[config.mk]
export PLATFORM = sky130hd
export DESIGN_NAME = ni_packetizer
export DESIGN_NICKNAME = d
export VERILOG_FILES = /design/src/rtl/ravenoc_pkg.sv /design/src/rtl/ni_packetizer.sv
export SDC_FILE = /design/constraint.sdc
export NUM_CORES = 1
export LEC_CHECK = 0
export CELL_PAD_IN_SITES_DETAIL_PLACEMENT = 0
export CELL_PAD_IN_SITES_GLOBAL_PLACEMENT = 1
export CORE_MARGIN = 2
export CORE_UTILIZATION = 30
export DETAILED_ROUTE_END_ITERATION = 6
export PLACE_DENSITY = 0.77
export SYNTH_ARGS = -nofsm -noshare
export SYNTH_HDL_FRONTEND = slang
export SYNTH_SLANG_ARGS = --single-unit
[constraint.sdc]
create_clock -name clk -period 1.7 [get_ports clk]
set_input_delay 0.34 -clock clk [delete_from_list [all_inputs] [get_ports clk]]
set_output_delay 0.34 -clock clk [all_outputs]
set_load 0.01 [all_outputs]
[src/rtl/ravenoc_pkg.sv]
// Shared NoC definitions: flit types, field widths and the head-flit layout.
// Every block that encodes or decodes a head flit uses these.
package ravenoc_pkg;

  localparam int NOC_MAX_SZ_PKT = 256;
  localparam int X_W            = 2;
  localparam int Y_W            = 2;
  localparam int FLIT_DATA_W    = 32;
  localparam int PKT_LEN_W      = $clog2(NOC_MAX_SZ_PKT + 1);
  localparam int HEAD_RSVD_W    = FLIT_DATA_W - (2 * X_W) - (2 * Y_W) - PKT_LEN_W;

  typedef enum logic [1:0] {
    HEAD      = 2'b00,
    BODY      = 2'b01,
    TAIL      = 2'b10,
    HEAD_TAIL = 2'b11
  } flit_type_t;

  // Fields are listed MSB first.
  typedef struct packed {
    logic [X_W-1:0]         x_dest;
    logic [Y_W-1:0]         y_dest;
    logic [X_W-1:0]         x_src;
    logic [Y_W-1:0]         y_src;
    logic [PKT_LEN_W-1:0]   pkt_size;
    logic [HEAD_RSVD_W-1:0] rsvd;
  } s_flit_head_data_t;

endpackage

[src/rtl/ni_packetizer.sv]
// Network-interface packetizer: turns a packet command plus payload beats
// into HEAD/BODY/TAIL flits for the router local port.
module ni_packetizer
  import ravenoc_pkg::*;
#(
  parameter int ROUTER_X_ID = 0,
  parameter int ROUTER_Y_ID = 0,
  parameter int MAX_SZ_PKT  = 256
) (
  input  logic                   clk,
  input  logic                   arst,
  input  logic                   pkt_valid_i,
  output logic                   pkt_ready_o,
  input  logic [X_W-1:0]         pkt_dst_x_i,
  input  logic [Y_W-1:0]         pkt_dst_y_i,
  input  logic [PKT_LEN_W-1:0]   pkt_len_i,
  input  logic                   data_valid_i,
  output logic                   data_ready_o,
  input  logic [FLIT_DATA_W-1:0] data_i,
  output logic                   flit_valid_o,
  input  logic                   flit_ready_i,
  output flit_type_t             flit_type_o,
  output logic [FLIT_DATA_W-1:0] flit_data_o,
  output logic                   len_err_o,
  output logic [15:0]            pkt_cnt_o
);

  typedef enum logic {
    IDLE,
    PAYLOAD
  } state_t;

  localparam logic [PKT_LEN_W-1:0] MAX_LEN = PKT_LEN_W'(MAX_SZ_PKT);
  localparam logic [PKT_LEN_W-1:0] ONE_LEN = PKT_LEN_W'(1);

  state_t               state;
  logic [PKT_LEN_W-1:0] beat_cnt;
  logic                 can_load;
  logic                 flit_done;
  s_flit_head_data_t    head;

  assign can_load  = !flit_valid_o || flit_ready_i;
  assign flit_done = flit_valid_o && flit_ready_i;

  // Readies are gated by reset so nothing looks accepted while arst is held low.
  assign pkt_ready_o  = arst && (state == IDLE) && can_load;
  assign data_ready_o = arst && (state == PAYLOAD) && can_load;

  always_comb begin
    head          = '0;
    head.x_dest   = pkt_dst_x_i;
    head.y_dest   = pkt_dst_y_i;
    head.x_src    = X_W'(ROUTER_X_ID);
    head.y_src    = Y_W'(ROUTER_Y_ID);
    head.pkt_size = pkt_len_i;
  end

  // A flit handshake clears valid first; a flit loading in the same edge
  // overrides that, which gives one flit per cycle under continuous ready.
  always_ff @(posedge clk or negedge arst) begin
    if (!arst) begin
      state        <= IDLE;
      beat_cnt     <= '0;
      flit_valid_o <= 1'b0;
      flit_type_o  <= HEAD;
      flit_data_o  <= '0;
      len_err_o    <= 1'b0;
      pkt_cnt_o    <= '0;
    end else begin
      len_err_o <= 1'b0;
      if (flit_done) begin
        flit_valid_o <= 1'b0;
        if (flit_type_o == TAIL || flit_type_o == HEAD_TAIL) begin
          pkt_cnt_o <= pkt_cnt_o + 16'd1;
        end
      end
      case (state)
        IDLE: begin
          if (pkt_valid_i && pkt_ready_o) begin
            if (pkt_len_i > MAX_LEN) begin
              len_err_o <= 1'b1;
            end else begin
              flit_valid_o <= 1'b1;
              flit_data_o  <= head;
              if (pkt_len_i == '0) begin
                flit_type_o <= HEAD_TAIL;
              end else begin
                flit_type_o <= HEAD;
                beat_cnt    <= pkt_len_i;
                state       <= PAYLOAD;
              end
            end
          end
        end
        PAYLOAD: begin
          if (data_valid_i && data_ready_o) begin
            flit_valid_o <= 1'b1;
            flit_data_o  <= data_i;
            beat_cnt     <= beat_cnt - ONE_LEN;
            if (beat_cnt == ONE_LEN) begin
              flit_type_o <= TAIL;
              state       <= IDLE;
            end else begin
              flit_type_o <= BODY;
            end
          end
        end
        default: state <= IDLE;
      endcase
    end
  end

endmodule

==> results.md <==
- Global routing used 23.1% of the available met1 tracks.
- No sink is reached through more buffers than the 2 on the longest clock path.
- The checks that failed: setup timing.
- At the end of routability-driven placement, the weighted congestion stood at 0.893.
- The number of remaining DRC errors is 0.
- The buffer cell driving the clock tree root is clkbuf_8.
- The worst setup timing slack at the placement stage is -876 ps.
- For this run, the leading register cell type out of synthesis is dfrtp_1.
- Synthesis produced a netlist whose cell count is 294.
- In the final routed layout, each cell accounts on average for 16.4 µm.
- The boundary pin count is 104.
- The final number of hold-violating endpoints is 0.
- The overall via count from detail_route is 2882.
- The worst setup path is captured at a flop.
- The post-synthesis net count is 349.
- In this run, the number of DRC markers left after iteration 0 of detailed routing was 198.
- Along the worst path, the maximum fanout reaches 5.
- The worst hold path belongs to the class input pin to asynchronous set/reset pin.
- The minimum setup slack among reg-to-reg paths is 0 ps.
- The transition time of the tightest slew-check pin is 671 ps.
- The number of H-tree levels is 3.
- The die span in y is 102 µm.
- The worst setup slack after layout is -70.2 ps.
- The total track usage is 18.0%.
- The end-of-flow core utilization is 54.9%.
- The clock arrives with 7.99 ps of skew.
- The number of pins exceeding their max-slew limit in the final report was 0.
- Averaged over all synthesized cells, the footprint is 9.87 µm².
- For the worst flop-to-flop path, the logic depth is 5.
- The placed wire-length estimate is 6.05 mm.
- The run finished, with violations left.
- By startpoint and endpoint, the worst setup path is classified as input pin to flop.
- At the worst endpoint, the required time is 1920 ps.
- Of the synthesized area, sequential elements account for 53.4%.
- Measured against its own limit, the worst slew margin works out to 55.3%.
- The per-cell via count in the routed design is 4.93.
- The number of clock buffers inserted by TritonCTS is 9.
- Dividing the final minimum period by the clock period gives 104%.
- The floorplan step defined a core boundary enclosing 0.00933 mm².
- Across the VDD grid, the largest voltage drop is 0.345 mV.
- The category of the worst setup path launch point is an input pin.
- Setup violations remaining at the end of the flow were counted as 33.
- At the worst endpoint, the arrival time is 1990 ps.
- For this configuration, the core starts out at a cell density of 31.1%.
- For met2 alone, demand over resource in global routing was 29.9%.
- The first global-routing pass estimated 14.2 mm of wire.
- Clock-pin slew was measured on the worst setup and hold paths at 70 ps.
- The final total negative setup slack is -1660 ps.
- Entering global routing, the biggest net connects 55 pins.
- The count of port buffers added during placement is 103.
- The number of antenna violations at the first check in global routing came to 1.
- The die covers 0.0105 mm².
- In this run the core area contains 35 standard-cell rows.
- The post-synthesis register bit count is 62.
- The total power divided by cell area is 894 mW/mm².
- The count of clock tree sinks is 62.
- The design draws 4.58 mW.
- The layer flagged by global routing as most heavily used is met2.
- In this run, synthesis inferred 0 flip-flops with an integrated enable.
- In the final layout, the share of cells above drive strength 1 is 33.0%.
- For met3 alone, demand over resource in global routing was 4.31%.
- The number of nets at the end of the flow is 504.
- Tracing the worst setup path back leads to its startpoint at pkt_len_i[5].
- Relative to the synthesized area, the layout overhead comes to 76.4%.
- The number of global-route vias before repair is 2732.
- Based on the critical path, the design can be clocked at up to 0.565 GHz.
- The die width is 102 µm.
- The first detailed-routing pass took 4 iterations.
- The total overflow left after global routing is 0.
- Max-cap violations in this run came to 0.
- The sum of routed wire length over all layers is 9.59 mm.
- The TritonCTS clock tree is done.
- In this run the critical register-to-register path is launched from state$_DFF_PN0_.
- After layout, the minimum clock period comes to 1770 ps.
- Setup repair after global routing could not meet its margin everywhere.
- The async set or reset register ratio after synthesis is 100%.
- Clock latency on the worst-skew pair, taken at its later pin, is 340 ps.
- In this run the remaining antenna-violating nets after routing total 0.
- The distinct cell type count of the synthesized netlist is 40.
- Yosys printed 0 warnings.
- In this run the static leakage power is 2.42 nW.
- The synthesized netlist occupies a cell area of 0.00290 mm².
stage by stage:
step / area, µm² / instances / hold WS (ps)
3_3_place_gp: 4350 / 550 / 305
6_report: 5120 / 584 / 351
2_1_floorplan: 2940 / 294 / 44.4
3_5_place_dp: 4350 / 550 / 311
4_1_cts: 4820 / 579 / 351
5_1_grt: 5120 / 583 / 349
worst paths after layout:
kind | endpoint
max | beat_cnt[8]$_DFFE_PN0P_
min | beat_cnt[7]$_DFFE_PN0P_
max reg2reg | flit_type_o[0]$_DFFE_PN0P_
min reg2reg | pkt_cnt_o[15]$_DFFE_PN0P_
max in group asynchronous | state$_DFF_PN0_
min in group clk | beat_cnt[6]$_DFFE_PN0P_
placed cells by master, fill, tap and decap left out, types with 4 or more instances in the layout:
| cell type | count |
|---|---|
| clkdlybuf4s50_1 | 85 |
| dfrtp_1 | 55 |
| buf_4 | 42 |
| nand2_1 | 32 |
| o21ai_2 | 23 |
| nand3_1 | 15 |
| nand2_4 | 15 |
| nand2_2 | 14 |
| nor2_1 | 13 |
| o21ai_1 | 13 |
| mux2i_1 | 12 |
| xnor2_1 | 11 |
| clkbuf_8 | 10 |
| dfrtp_2 | 7 |
| inv_1 | 6 |
| nor3_1 | 6 |
| and3_1 | 5 |
| nand4_1 | 5 |
| xor2_1 | 4 |
| buf_2 | 4 |
| buf_6 | 4 |
| dlymetal6s2s_1 | 4 |
cell families after synthesis:
kind of cell,share of synthesized area [%]
AOI/OAI and AO/OA,12.7
and+or+nand+nor,20.0
adders and majority gates,2.16
buffers and inverters,2.72
muxes,4.53
DFF,53.4
xor gates and xnor gates,4.53
per-layer routing:
layer / vias to the layer above / routed length [µm]
li1: 1361 / -
met1: 1399 / 4020
met2: 107 / 4850
met3: 15 / 572
met4: 0 / 141
met5: - / 0
sequential cells by signal (all words and copies together), names as in the netlist:
register,cells
flit_valid_o,1
flit_type_o,2
flit_data_o,32
pkt_cnt_o,16
state,1
beat_cnt,9
len_err_o,1
cell usage after synthesis, types with 3 or more instances:
master | instances | share of area, %
nor2_1 | 14 | 1.8
nor4_1 | 5 | 1.1
clkbuf_1 | 7 | 0.91
nor3_1 | 6 | 1.0
xnor2_1 | 11 | 3.3
nand3_1 | 15 | 2.6
xor2_1 | 4 | 1.2
o21ai_0 | 38 | 6.6
inv_1 | 6 | 0.78
dfrtp_1 | 62 | 53
mux2i_1 | 12 | 4.1
a21oi_1 | 3 | 0.52
ha_1 | 5 | 2.2
nand2_1 | 61 | 7.9
buf_2 | 6 | 1.0
nand4_1 | 5 | 1.1
and3_1 | 5 | 1.1
power breakdown:
part | internal, mW | leakage, nW | switching [mW]
Clock | 0.562 | 0.0861 | 0.561
Sequential | 1.72 | 0.769 | 0.265
Combinational | 0.854 | 1.56 | 0.621
critical path, stage by stage:
cell     delay [ps]
buf_2           120
nor4_4          260
nand2_2         120
inv_1           110
ha_4            150
nor4b_4          40
buf_4           170
and3_1          170
a22o_1          230
a311o_1         260
cell type report:
class	instances	area, µm²
antenna	1	2.50
clock buffer	12	145
clock inverter	4	22.5
fill	839	4210
inverter	6	22.5
multi-input combinational	213	1610
sequential	62	1560
tap	129	161
timing repair buffer	157	1600
repair_timing:
action / in CTS / in global routing
hold buffers: 1 / 0
pin swaps: 25 / 21
resized for setup: 114 / 65
cloned: 6 / 3
endpoints found under the hold margin: 8 / 0
buffers inserted: 6 / 3
endpoints found under the setup margin: 51 / 50
No activity file was read; power rests on OpenSTA's default activity.
